`src/rtl/iomem_pkg.sv`:
```
// Shared definitions for the I/O memory channel mux: FSM encoding and the
// read data returned when a handshake channel times out.
package iomem_pkg;

    typedef enum logic [1:0] {
        IDLE = 2'd0,
        WAIT = 2'd1,
        DONE = 2'd2
    } state_t;

    localparam logic [31:0] TIMEOUT_DATA = 32'hDEADBEEF;

endpackage

```
`src/rtl/iomem_mux.sv`:
```
// Decodes one 64 KiB bus page and fans each access out to one of up to eight
// peripheral channels, each either zero-wait or ready-handshaked with timeout.
module iomem_mux
    import iomem_pkg::*;
#(
    parameter logic [15:0]         ADDR      = 16'h0300,
    parameter int unsigned         CHANNELS  = 4,
    parameter int unsigned         CH_LSB    = 8,
    parameter logic [CHANNELS-1:0] WAIT_MASK = '0,
    parameter int unsigned         TIMEOUT   = 15
) (
    input  logic                    ck,
    input  logic                    rst_n,
    input  logic                    valid,
    input  logic [3:0]              wstrb,
    input  logic [31:0]             addr,
    output logic                    ready,
    output logic [31:0]             rdata,
    output logic [CHANNELS-1:0]     ch_we,
    output logic [CHANNELS-1:0]     ch_re,
    input  logic [CHANNELS-1:0]     ch_ready,
    input  logic [32*CHANNELS-1:0]  ch_rdata,
    output logic                    err,
    input  logic                    err_clr
);

    localparam int unsigned CW = (TIMEOUT > 0) ? $clog2(TIMEOUT + 1) : 1;

    state_t        state_q, state_d;
    logic [CW-1:0] cnt_q, cnt_d;
    logic [2:0]    ch_q, ch_d;
    logic          wr_q, wr_d;
    logic [31:0]   rdata_q, rdata_d;
    logic          err_q, err_d;
    logic          timeout;

    logic [2:0]    ch_field;
    logic          wr;
    logic          hit;
    logic          in_range;
    logic [2:0]    sel;
    logic [31:0]   sel_rdata;
    logic          sel_ready;
    logic          sel_wait;
    logic          addr_unused;

    assign ch_field    = addr[CH_LSB+2 -: 3];
    assign wr          = |wstrb;
    assign hit         = valid && (addr[31:16] == ADDR) && (state_q == IDLE);
    assign in_range    = 32'(ch_field) < CHANNELS;
    assign addr_unused = ^addr;

    // In IDLE the channel comes straight from the address; once waiting it
    // comes from the latched copy so the bus address may change underneath.
    assign sel = (state_q == IDLE) ? ch_field : ch_q;

    always_comb begin
        sel_rdata = '0;
        sel_ready = 1'b0;
        sel_wait  = 1'b0;
        for (int unsigned n = 0; n < CHANNELS; n++) begin
            if (32'(sel) == n) begin
                sel_rdata = ch_rdata[n*32 +: 32];
                sel_ready = ch_ready[n];
                sel_wait  = WAIT_MASK[n];
            end
        end
    end

    always_comb begin
        ch_we = '0;
        ch_re = '0;
        if (rst_n && hit && in_range) begin
            for (int unsigned n = 0; n < CHANNELS; n++) begin
                if (32'(ch_field) == n) begin
                    ch_we[n] = wr;
                    ch_re[n] = !wr;
                end
            end
        end
    end

    always_comb begin
        state_d = state_q;
        cnt_d   = cnt_q;
        ch_d    = ch_q;
        wr_d    = wr_q;
        rdata_d = '0;
        timeout = 1'b0;
        case (state_q)
            IDLE: begin
                if (hit) begin
                    if (in_range && sel_wait) begin
                        ch_d    = ch_field;
                        wr_d    = wr;
                        cnt_d   = '0;
                        state_d = WAIT;
                    end else begin
                        rdata_d = (in_range && !wr) ? sel_rdata : '0;
                        state_d = DONE;
                    end
                end
            end
            WAIT: begin
                if (!valid) begin
                    state_d = IDLE;
                end else if (sel_ready) begin
                    rdata_d = wr_q ? '0 : sel_rdata;
                    state_d = DONE;
                end else if (cnt_q == CW'(TIMEOUT)) begin
                    rdata_d = TIMEOUT_DATA;
                    timeout = 1'b1;
                    state_d = DONE;
                end else begin
                    cnt_d = cnt_q + CW'(1);
                end
            end
            DONE:    state_d = IDLE;
            default: state_d = IDLE;
        endcase
    end

    assign err_d = timeout ? 1'b1 : (err_clr ? 1'b0 : err_q);

    always_ff @(posedge ck) begin
        if (!rst_n) begin
            state_q <= IDLE;
            cnt_q   <= '0;
            ch_q    <= '0;
            wr_q    <= 1'b0;
            rdata_q <= '0;
            err_q   <= 1'b0;
        end else begin
            state_q <= state_d;
            cnt_q   <= cnt_d;
            ch_q    <= ch_d;
            wr_q    <= wr_d;
            rdata_q <= rdata_d;
            err_q   <= err_d;
        end
    end

    // Gating with rst_n suppresses the pulse if reset lands on the DONE cycle.
    assign ready = rst_n && (state_q == DONE);
    assign rdata = ready ? rdata_q : '0;
    assign err   = err_q;

endmodule

```
`config.mk`:
```
export PLATFORM = sky130hd
export DESIGN_NAME = iomem_mux
export DESIGN_NICKNAME = d
export VERILOG_FILES = /design/src/rtl/iomem_pkg.sv /design/src/rtl/iomem_mux.sv
export SDC_FILE = /design/constraint.sdc
export NUM_CORES = 1
export LEC_CHECK = 0
export ABC_AREA = 0
export CAP_MARGIN = 10
export CORE_ASPECT_RATIO = 1.5
export CORE_MARGIN = 2
export CORE_UTILIZATION = 33
export DETAILED_ROUTE_END_ITERATION = 8
export GPL_TIMING_DRIVEN = 0
export HOLD_SLACK_MARGIN = 0.03
export PLACE_DENSITY = 0.83
export SYNTH_ARGS = -nofsm -noshare
export SYNTH_HDL_FRONTEND = slang
export SYNTH_SLANG_ARGS = --single-unit
```
`constraint.sdc`:
```
create_clock -name ck -period 2.3 [get_ports ck]
set_clock_uncertainty 0.05 [all_clocks]
set_input_delay 0.345 -clock ck [delete_from_list [all_inputs] [get_ports ck]]
set_output_delay 0.345 -clock ck [all_outputs]
set_load 0.02 [all_outputs]
```
Yosys cells after proc, flatten, opt, wreduce, memory -nomap -nowiden
Index checks and enable logic that the tools add are counted.
{"block": "totals", "word_cells": 71, "output_inout_bits": 42, "inputBits": 172, "reg_bits": 39}
{"block": "op_classes", "n_addsub": 1, "magnitude_cmp": 1, "eq_ne": 12, "n_reduce_logical": 14, "bitwise_logic": 2, "n_mux": 37}
{"operator": "two-way mux 32 bit", "n": 10}
{"operator": "case mux 32 bit (2 select lines)", "n": 1}
{"operator": "two-way mux 1 bit", "n": 18}
{"operator": "== test 16 x 10 -> 1 bit (second input constant)", "n": 1}
{"operator": "== test 3 x 2 -> 1 bit (second input constant)", "n": 4}
{"operator": "two-way mux 2 bit", "n": 4}
{"operator": "two-way mux 4 bit", "n": 2}
{"operator": "== test 3 x 1 -> 1 bit (second input constant)", "n": 2}
{"operator": "logical AND 1 bit", "n": 6}
{"operator": "zero test 3 bit", "n": 2}
{"operator": "adder 4 x 1 -> 4 bit (second input constant)", "n": 1}
{"operator": "== test 4 bit (second input constant)", "n": 1}
{"operator": "inequality test 4 bit (second input constant)", "n": 1}
{"operator": "case mux 2 bit (2 select lines)", "n": 1}
{"operator": "AND reduction 4 bit", "n": 1}
{"operator": "OR reduction 4 bit", "n": 1}
{"operator": "less-than comparator 3 bit (second input constant)", "n": 1}
{"operator": "two-way mux 3 bit", "n": 1}
{"operator": "== test 2 x 1 -> 1 bit (second input constant)", "n": 1}
{"operator": "== test 2 bit (second input constant)", "n": 1}
{"operator": "zero test 2 bit", "n": 1}
{"operator": "inequality test 2 bit (second input constant)", "n": 1}
{"operator": "inverter 1 bit", "n": 2}
{"operator": "AND reduction 2 bit", "n": 1}
{"operator": "other kinds (2)", "n": 2}

Longest topological paths before layout
Gate-level depths: netlist of run 1.
{"block": "depth", "depth_word": 11, "ltp_mapped": 7, "depth_no_buf": 4}

Least setup slack after synthesis of run 1
OpenSTA, ideal clock, no wires.
{"block": "synth_path", "path_kind": "input to output", "startpoint": "in addr[16]", "endpoint": "out ch_re[3]", "slack_ns": 0.028, "path_buffers": 2, "required_ns": 1.905, "cell_stages": 6, "arrival_time_ns": 1.877, "cell_sequence": "nor4b_1 -> nand3_2 -> or4b_1 -> buf_4 -> buf_6 -> nor2_1"}
{"block": "synth_between", "elab_chain_cells": 6}
{"element": "start: declaration", "line_no": "iomem_mux.sv:16", "text": "input logic [31:0] addr,"}
{"element": "== test 16 x 10 -> 1 bit", "line_no": "iomem_mux.sv:49", "text": "assign hit = valid && (addr[31:16] == ADDR) && (state_q == IDLE);"}
{"element": "logical AND 1 bit (2 in series)", "line_no": "iomem_mux.sv:49"}
{"element": "logical AND 1 bit (2 in series)", "line_no": "iomem_mux.sv:73", "text": "if (rst_n && hit && in_range) begin"}
{"element": "two-way mux 4 bit", "line_no": "iomem_mux.sv:73"}
{"element": "end: declaration", "line_no": "iomem_mux.sv:20", "text": "output logic [CHANNELS-1:0] ch_re,"}
No other way between the ends.

Final worst setup path of run 1
{"block": "layout_path", "startpoint": "in addr[19]", "endpoint": "out ch_we[0]"}
{"block": "layout_between", "elab_chain_cells": 6}
{"element": "== test 16 x 10 -> 1 bit", "line_no": "iomem_mux.sv:49"}
{"element": "logical AND 1 bit (2 in series)", "line_no": "iomem_mux.sv:49"}
{"element": "logical AND 1 bit (2 in series)", "line_no": "iomem_mux.sv:73"}
{"element": "two-way mux 4 bit", "line_no": "iomem_mux.sv:73"}
{"element": "end: declaration", "line_no": "iomem_mux.sv:19", "text": "output logic [CHANNELS-1:0] ch_we,"}
No other way between the ends.

==> impl_results.md, run 1 <==
* Endpoint class of the critical path: output pin
* Avg Cell Area, Syn at 7.959 um^2
* Non-filler instance count after layout at 646
* CP max-delay cell: or4_4
* Met3 WL post-DR at 677 um
* Syn nets at 496
* Max-cap viol count at 0
* Post-CTS Hold Buffers at 0
* TritonCTS Buffers at 5
* Ys async rst share at 0
* # nets final at 714
* Placed cell count at 618
* Longest Clk Path Bufs at 2
* Starting density of the core at 0.3388
* Reg2reg setup slack at 0.20 ns
* Total Power at 1.730 mW
* # rows at 39
* Worst Hold End: state_q[1]$_SDFFE_PN0P_
* Total die area at 0.008552 mm^2
* Violated checks: negative setup slack
* CTS root buf: clkbuf_16
* Area after DPL at 0.004628 mm^2
* Area of the multi-input gates at 0.001828 mm^2
* Wire length per cell at 17.75 um
* Vias per cell at 5.424
* Vias in the first global route at 3532
* Die Y at 112.3 um
* Post-synth top area share at 0.2562
* Remaining Overflow, GRT at 0
* Pwr dens at 341.6 mW/mm^2
* Final setup viols at 8
* Max Used Layer: met4
* TritonCTS clock tree: built
* Final Hold Viols at 0
* CP Buf/Inv Count at 3
* Met2 wire len at 6.294 mm
* Hold WS at 0.4699 ns
* Hold Crit Depth at 4
* Setup CP Type: in2out
* Design Area, Final at 0.005064 mm^2
* Layout fillers at 670
* CP top delay family: simple AND/OR/NAND/NOR gates
* Worst EP required at 1.90 ns
* Commonest non-fill, non-tap cell in the layout: clkdlybuf4s50_1
* Num Clock Sinks at 33
* First-pass iteration count of the detailed router at 7
* I/O Pins at 214
* WL final at 11.47 mm
* Pre-CTS setup slack at -1.006 ns
* Iteration-0 DRC Markers at 216
* Register area at 664.4 um^2
* Met1 WL at 4.216 mm
* Final period utilization at 1.058
* Routed via count at 3504
* Critical-path cell list: dlygate4sd2_1 > nor4b_4 > nand3_2 > buf_6 > or4_4 > nor3_2 > buf_4
* Mapped Area at 0.002579 mm^2
* Worst r2r src: state_q[1]$_SDFFE_PN0P_
* Clock slew at reported path FFs at 0.05 ns
* Outcome: finished, violations left
* WP data arrival at 2.04 ns
* PortBufs at 192
* HP Start: addr[22]
* Measured slew at the worst slew-check pin at 0.7156 ns
* Critical Path Max Stage Delay at 0.57 ns
* Final setup TNS at -0.5885 ns
* H-tree Lvls at 2
* Fin util at 0.6652
* Share of cells above drive strength 1 at 0.1915
* EDFF count, synth at 0
* DP HPWL at 8.577 mm
* Most used DFF post-synth: dfxtp_1
* Setup slack after layout at -0.1324 ns
* Crit path max fanout at 4
* R2R depth at 6
* Commonest non-fill, non-tap cells in the layout: clkdlybuf4s50_1, dlygate4sd2_1
* Peak supply drop at 0.3882 mV
* Unrepaired setup endpoints after global routing: true
* Final Critical Period at 2.432 ns
* Pin count of the biggest net entering global routing at 11
* Synth warn at 0
* Syn-to-layout area delta at 96.36%
* Sequential cell area fraction in the yosys report at 0.2562
* Rel. slew slack at 0.5229
* Kind of launch point of the worst setup path: input port
* Die X at 76.18 um
* Routed Antenna Nets at 0
* Seq cells post-synth at 33
* Clock Latency Late Sink at 0.27 ns
* Routability cong. at 0.8812
* HP Class: in2reg
* Number of library cell types mapped by synthesis at 32
* Static Leak at 2.126 nW
* Residual DRC at 0
* Max-slew violation count at 0
* Largest area contributor in the synthesized netlist: dfxtp_1
* Ranking of synthesized cells by area: dfxtp_1, a211oi_2, a221oi_1
* Initial antenna violation count at 1
* First-pass GRT wire length at 17.39 mm
* Mapped Cells at 324
* Critical path origin: addr[19]
* Fmax at 411.1 MHz
* Core area at 0.007612 mm^2
* Total GRT Usage at 0.2489
* R2R Path End: rdata_q[30]$_SDFF_PN0_
layout make-up:
cell class	instances	share of cell area
Timing Repair Buffer	214	0.4136
Multi-Input combinational cell	248	0.3610
Sequential cell	33	0.1312
Antenna cell	1	0.0004942
Clock buffer	7	0.03015
Clock inverter	1	0.0009884
Inverter	4	0.002965
Buffer	36	0.03435
Tap cell	102	0.02520
registers in the layout, indices dropped and copies added, names as in the netlist:
signal	cells
rdata_q	32
state_q	1
worst reg2reg max path: stages (launching register included):
cell and delay (ns):
dfxtp_4 0.35, nor4b_4 0.27, nand3_2 0.14, or4b_4 0.62, buf_4 0.22, buf_6 0.16
a211oi_2 0.20
worst max path at each step:
| stage | cells after the start | slack [ns] | end |
|---|---|---|---|
| 2_1_floorplan | 6 | 0.03 | ch_re[3] |
| 3_3_place_gp | 8 | -1.04 | ch_re[2] |
| 3_5_place_dp | 8 | -1.01 | ch_re[2] |
| 4_1_cts | 8 | -0.24 | ch_re[0] |
| 5_1_grt | 6 | -0.19 | ch_we[0] |
| 6_report | 7 | -0.13 | ch_we[0] |
what timing repair did:
| item | 4_1_cts | 5_1_grt |
|---|---|---|
| gates resized for setup | 114 | 43 |
| pin swaps | 10 | 13 |
| endpoints found under the hold margin | 0 | 0 |
| setup endpoints to repair | 43 | 13 |
| setup buffers | 18 | 4 |
report_power, final:
part	switching (mW)	total [mW]	internal, mW	leakage [nW]
sequential	0.000000164	0.571	0.571	0.266
combinational	0.177	0.464	0.288	1.78
clock	0.237	0.694	0.458	0.0799
total	0.413	1.73	1.32	2.13
cell families after synthesis:
group / synth area share
DFF: 0.2562
other: 0.001454
buffers and inverters: 0.07859
and+or+nand+nor: 0.3552
AOI/OAI and AO/OA: 0.3086
Yosys cell counts, types with 2 or more instances:
cell / n
buf_6: 4
clkbuf_1: 29
a211oi_2: 26
nor4_1: 2
inv_1: 4
o22ai_1: 8
nand2b_1: 28
nand3b_1: 29
a221oi_1: 28
nor2_1: 39
a21oi_1: 32
buf_2: 3
nor3_1: 5
nor4b_1: 2
dfxtp_1: 33
buf_4: 2
a211oi_1: 2
or2_2: 3
and3_1: 32
routing by layer:
layer  global-route usage  vias to the layer above
met5                    0                        -
met4              0.06424                        0
met3              0.04100                       29
met2               0.5030                      167
met1               0.2622                     1666
li1                     -                     1642
(Power assumes the default switching activity.)
==> inputs of run 2 (changes only) <==
CORE_MARGIN = 3   (was 2)
SLEW_MARGIN = 5   (was unset)
==> impl_results.md, run 2 (synthesized netlist as in run 1, its figures left out) <==
* Pre-CTS setup slack at -1.022 ns (-0.01604 ns)
* Static Leak at 2.078 nW (-2.3%)
* Final Hold Viols at 0 (unchanged)
* I/O Pins at 214 (unchanged)
* # rows at 38 (-2.6%)
* H-tree Lvls at 2 (unchanged)
* Setup CP Type: reg2out
* WL final at 11.83 mm (+3.2%)
* Placed cell count at 616 (-0.32%)
* TritonCTS clock tree: built
* Initial antenna violation count at 0 (-1)
* Total GRT Usage at 0.2456 (-0.003322)
* Rel. slew slack at 0.5170 (-0.005907)
* Max-cap viol count at 0 (unchanged)
* First-pass GRT wire length at 17.37 mm (-0.11%)
* Measured slew at the worst slew-check pin at 0.7245 ns (+0.008860 ns)
* Final Critical Period at 2.395 ns (-0.03714 ns)
* Max-slew violation count at 0 (unchanged)
* # nets final at 717 (+0.42%)
* Syn-to-layout area delta at 93.60%
* Total die area at 0.008933 mm^2 (+4.5%)
* PortBufs at 192 (unchanged)
* Kind of launch point of the worst setup path: register
* Vias in the first global route at 3622 (+2.5%)
* Crit path max fanout at 5 (+1)
* WP data arrival at 2.00 ns (-0.04 ns)
* Routed via count at 3433 (-2.0%)
* CTS root buf: clkbuf_8
* TritonCTS Buffers at 5 (unchanged)
* Wire length per cell at 18.31 um (+3.2%)
* Max reg flops at 32 (unchanged)
* Fin util at 0.6731 (+0.007890)
* Remaining Overflow, GRT at 0 (unchanged)
* Core area at 0.007417 mm^2 (-2.6%)
* Non-filler instance count after layout at 646 (unchanged)
* Violated checks: negative setup slack
* Iteration-0 DRC Markers at 169 (-22%)
* Outcome: finished, violations left
* Worst EP required at 1.90 ns (about the same)
* Largest register by flop count: rdata_q
* Final period utilization at 1.041 (-0.01615)
* Setup slack after layout at -0.09526 ns (+0.03714 ns)
* Commonest non-fill, non-tap cell in the layout: clkdlybuf4s50_1
* Hold WS at 0.5237 ns (+0.05388 ns)
* Residual DRC at 0 (unchanged)
* Area after DPL at 0.004626 mm^2 (about the same)
* Starting density of the core at 0.3477 (+0.008915)
* Routability cong. at 0.8635 (-2.0%)
* Design Area, Final at 0.004992 mm^2 (-1.4%)
* Pin count of the biggest net entering global routing at 11 (unchanged)
* Share of cells above drive strength 1 at 0.1941 (+0.002611)
* Layout fillers at 649 (-3.1%)
* Peak supply drop at 0.2583 mV (-33%)
* First-pass iteration count of the detailed router at 4 (-3)
* Pwr dens at 321.3 mW/mm^2 (-5.9%)
* Final setup viols at 7 (-1)
* Unrepaired setup endpoints after global routing: true
* N_diodes at 0 (-1)
* Num Clock Sinks at 33 (unchanged)
* Longest Clk Path Bufs at 2 (unchanged)
* Fmax at 417.5 MHz (+1.6%)
* Vias per cell at 5.314 (-2.0%)
* Endpoint class of the critical path: output pin
* DP HPWL at 8.778 mm (+2.3%)
* Routed Antenna Nets at 0 (unchanged)
* HP Class: in2reg
* Clock Latency Late Sink at 0.28 ns (about the same)
* Die Y at 114.3 um (+1.8%)
* Largest registers: rdata_q (32), state_q (1)
* Clock slew at reported path FFs at 0.07 ns (+0.02 ns)
* Commonest non-fill, non-tap cells in the layout: clkdlybuf4s50_1, dlygate4sd2_1, nor2_1
* Die X at 78.18 um (+2.6%)
run 2: cell types whose count changed in the layout (fill, tap and decap cells not counted), sizes merged:
cell           before  now
buf                37   40
clkdlybuf4s15       4    1
clkinv              1    0
bufinv              0    1
dlymetal6s2s        5    3
clkbuf             36   40
diode               1    0
clkdlybuf4s50     132  133
run 2: area by class of cell:
class | count | area, um^2 | area share
plain buffers | 36 | 177.7 | 0.03559
clock buffers | 7 | 86.33 | 0.01729
clock inverters | 1 | 30.03 | 0.006015
inverters | 4 | 15.01 | 0.003008
multi-input cells | 248 | 1828 | 0.3662
flip-flops and latches | 33 | 664.4 | 0.1331
well taps | 100 | 125.1 | 0.02506
repair buffers | 217 | 2066 | 0.4138
run 2: power by group:
group	switching, mW	leakage (nW)	internal (mW)
clock network	0.219	0.0585	0.353
registers	0.000000204	0.266	0.570
logic	0.176	1.75	0.287
total	0.394	2.08	1.21
run 2: routing by layer:
layer / wire length [um] / vias to the layer above / global-route usage
met5: 0 / - / 0
met4: 332 / 0 / 0.08518
met3: 613 / 24 / 0.04331
met2: 6656 / 135 / 0.4989
met1: 4224 / 1628 / 0.2425
li1: - / 1646 / -
run 2: path summary, 6_finish.rpt:
| kind | start | end | slack (ns) | cells past startpoint |
|---|---|---|---|---|
| worst max register to register | state_q[1]$_SDFFE_PN0P_ | rdata_q[10]$_SDFF_PN0_ | 0.28 | 6 |
| worst max-delay path | state_q[1]$_SDFFE_PN0P_ | ch_re[1] | -0.1 | 6 |
| worst min register to register | state_q[1]$_SDFFE_PN0P_ | state_q[1]$_SDFFE_PN0P_ | 0.65 | 4 |
| worst min-delay path | addr[10] | rdata_q[27]$_SDFF_PN0_ | 0.52 | 4 |
run 2: repair_timing:
action	CTS	global route
pin swaps	12	10
buffers inserted	20	7
gates resized for setup	123	27
hold buffers	0	0
endpoints found under the setup margin	41	29
run 2: stage by stage:
step | total power [mW] | setup TNS, ns
floorplan | 0.7258 | 0
global placement | 1.027 | -21.83
CTS | 1.612 | -0.8914
detailed placement | 1.034 | -22.19
finish | 1.604 | -0.4999
global route | 1.675 | -1.147
run 2: worst max-delay path: stages (launching register included):
cell and delay (ns):
dfxtp_4 0.36, nor4b_4 0.29, nand3_2 0.15, or4b_4 0.56, buf_12 0.17, nor2_4 0.07, buf_6 0.12
==> inputs of run 3 (changes only) <==
CAP_MARGIN = unset   (was 10)
SKIP_CTS_REPAIR_TIMING = 1   (was unset)
==> impl_results.md, run 3 (synthesized netlist as in run 1, its figures left out) <==
* CP max-delay cell: or4b_4
* Vias in the first global route at 3473 (-4.1%)
* Peak supply drop at 0.2616 mV (+1.3%)
* Share of cells above drive strength 1 at 0.1626 (-0.03152)
* Iteration-0 DRC Markers at 193 (+14%)
* WP data arrival at 2.21 ns (+0.21 ns)
* Outcome: finished, violations left
* Total GRT Usage at 0.2359 (-0.009693)
* Initial antenna violation count at 0 (unchanged)
* Total Power at 1.613 mW (+0.57%)
* Final Hold Viols at 0 (unchanged)
* WL final at 11.52 mm (-2.6%)
* Max-cap viol count at 0 (unchanged)
* Measured slew at the worst slew-check pin at 0.7441 ns (+0.01967 ns)
* Num Clock Sinks at 33 (unchanged)
* TritonCTS clock tree: built
* Crit path max fanout at 8 (+3)
* Largest registers: rdata_q (32), state_q (1)
* Final period utilization at 1.131 (+0.08921)
* Routed via count at 3384 (-1.4%)
* Final Critical Period at 2.600 ns (+0.2052 ns)
* First-pass iteration count of the detailed router at 4 (unchanged)
* N_diodes at 0 (unchanged)
* DP HPWL at 8.778 mm (unchanged)
* Commonest non-fill, non-tap cell in the layout: clkdlybuf4s50_1
* Setup slack after layout at -0.3004 ns (-0.2052 ns)
* # rows at 38 (unchanged)
* Max-slew violation count at 0 (unchanged)
* Max reg flops at 32 (unchanged)
* Remaining Overflow, GRT at 0 (unchanged)
* Kind of launch point of the worst setup path: register
* R2R Path End: rdata_q[10]$_SDFF_PN0_
* Violated checks: negative setup slack
* Hold Crit Depth at 4 (unchanged)
* PortBufs at 192 (unchanged)
* R2R depth at 9 (+3)
* Worst EP required at 1.90 ns (about the same)
* Die Y at 114.3 um (unchanged)
* Wire length per cell at 18.14 um (-0.93%)
* Worst r2r src: state_q[1]$_SDFFE_PN0P_
* Fin util at 0.6802 (+0.007085)
* Final setup TNS at -1.911 ns (-1.411 ns)
* Residual DRC at 0 (unchanged)
* Layout fillers at 625 (-3.7%)
* # nets final at 706 (-1.5%)
* Core area at 0.007417 mm^2 (unchanged)
* First-pass GRT wire length at 16.75 mm (-3.6%)
* Design Area, Final at 0.005045 mm^2 (+1.1%)
* Clock slew at reported path FFs at 0.07 ns (about the same)
* Commonest non-fill, non-tap cells in the layout: clkdlybuf4s50_1, dlymetal6s2s_1, nor2_1
* Final setup viols at 14 (+7)
* Critical path origin: state_q[1]$_SDFFE_PN0P_
* Routability cong. at 0.8635 (unchanged)
* Area after DPL at 0.004626 mm^2 (unchanged)
* Reg2reg setup slack at 0.07 ns (-0.21 ns)
* Rel. slew slack at 0.5039 (-0.01311)
* Static Leak at 2.473 nW (+19%)
* Setup CP Type: reg2out
* Pwr dens at 319.8 mW/mm^2 (-0.47%)
* Endpoint class of the critical path: output pin
* CTS root buf: clkbuf_8
* Most used cell, CP: buf_6
* TritonCTS Buffers at 5 (unchanged)
* HP Class: in2reg
* Unrepaired setup endpoints after global routing: true
* Hold WS at 0.3566 ns (-0.1672 ns)
* Vias per cell at 5.329 (+0.28%)
* H-tree Lvls at 2 (unchanged)
* Starting density of the core at 0.3477 (unchanged)
* Worst Hold End: state_q[1]$_SDFFE_PN0P_
* Syn-to-layout area delta at 95.63%
* Total die area at 0.008933 mm^2 (unchanged)
* Die X at 78.18 um (unchanged)
* Critical-path cell list: buf_6 > nor4b_4 > nand3_2 > or4b_4 > buf_8 > buf_12 > nor3_4 > buf_6
* Clock Latency Late Sink at 0.28 ns (about the same)
* I/O Pins at 214 (unchanged)
* Critical Path Max Stage Delay at 0.54 ns (-0.02 ns)
* Pin count of the biggest net entering global routing at 11 (unchanged)
* Largest register by flop count: rdata_q
* Fmax at 384.6 MHz (-7.9%)
* Longest Clk Path Bufs at 2 (unchanged)
* HP Start: addr[19]
* Routed Antenna Nets at 0 (unchanged)
## run 3: routing by layer
metal,track usage,share of wire,up-vias
met3,0.04252,0.051,25
met2,0.4714,0.55,146
met1,0.2385,0.37,1589
met4,0.08285,0.028,0
li1,-,-,1624
met5,0,0,-
## run 3: per-stage QoR
stage | cells | setup slack (ns)
2_1_floorplan | 324 | 0.02833
3_3_place_gp | 616 | -1.024
3_5_place_dp | 616 | -1.022
4_1_cts | 624 | -1.030
5_1_grt | 635 | -0.4104
6_report | 635 | -0.3004
## run 3: final cells by class
cell class                      count  area, um^2  share of cell area
Sequential cell                    33       660.6              0.1310
Inverter                            4       15.01            0.002976
Clock buffer                        7       86.33             0.01711
Buffer                             39       224.0             0.04439
Clock inverter                      1       30.03            0.005952
Timing Repair Buffer              203        2108              0.4179
Multi-Input combinational cell    248        1795              0.3559
Tap cell                          100       125.1             0.02480
## run 3: worst max-delay path: cells and delay by family (launching register included)
family | cells | cell delay, ns
simple gates | 4 | 1.07
flops | 1 | 0.32
buf+inv | 4 | 0.53
## run 3: worst max path at each step
stage               slack, ns  endpoint  depth (start not counted)
floorplan                0.03  ch_re[3]                          6
detailed placement      -1.02  ch_re[0]                          8
global placement        -1.02  ch_re[0]                          8
global route            -0.41  ch_re[0]                          8
CTS                     -1.03  ch_re[0]                          8
finish                  -0.30  ch_re[0]                          8
## run 3: report_power, final
group | internal, mW | total (mW) | switching [mW]
sequential | 0.571 | 0.571 | 0.0000000859
clock | 0.354 | 0.581 | 0.227
combinational | 0.291 | 0.462 | 0.171
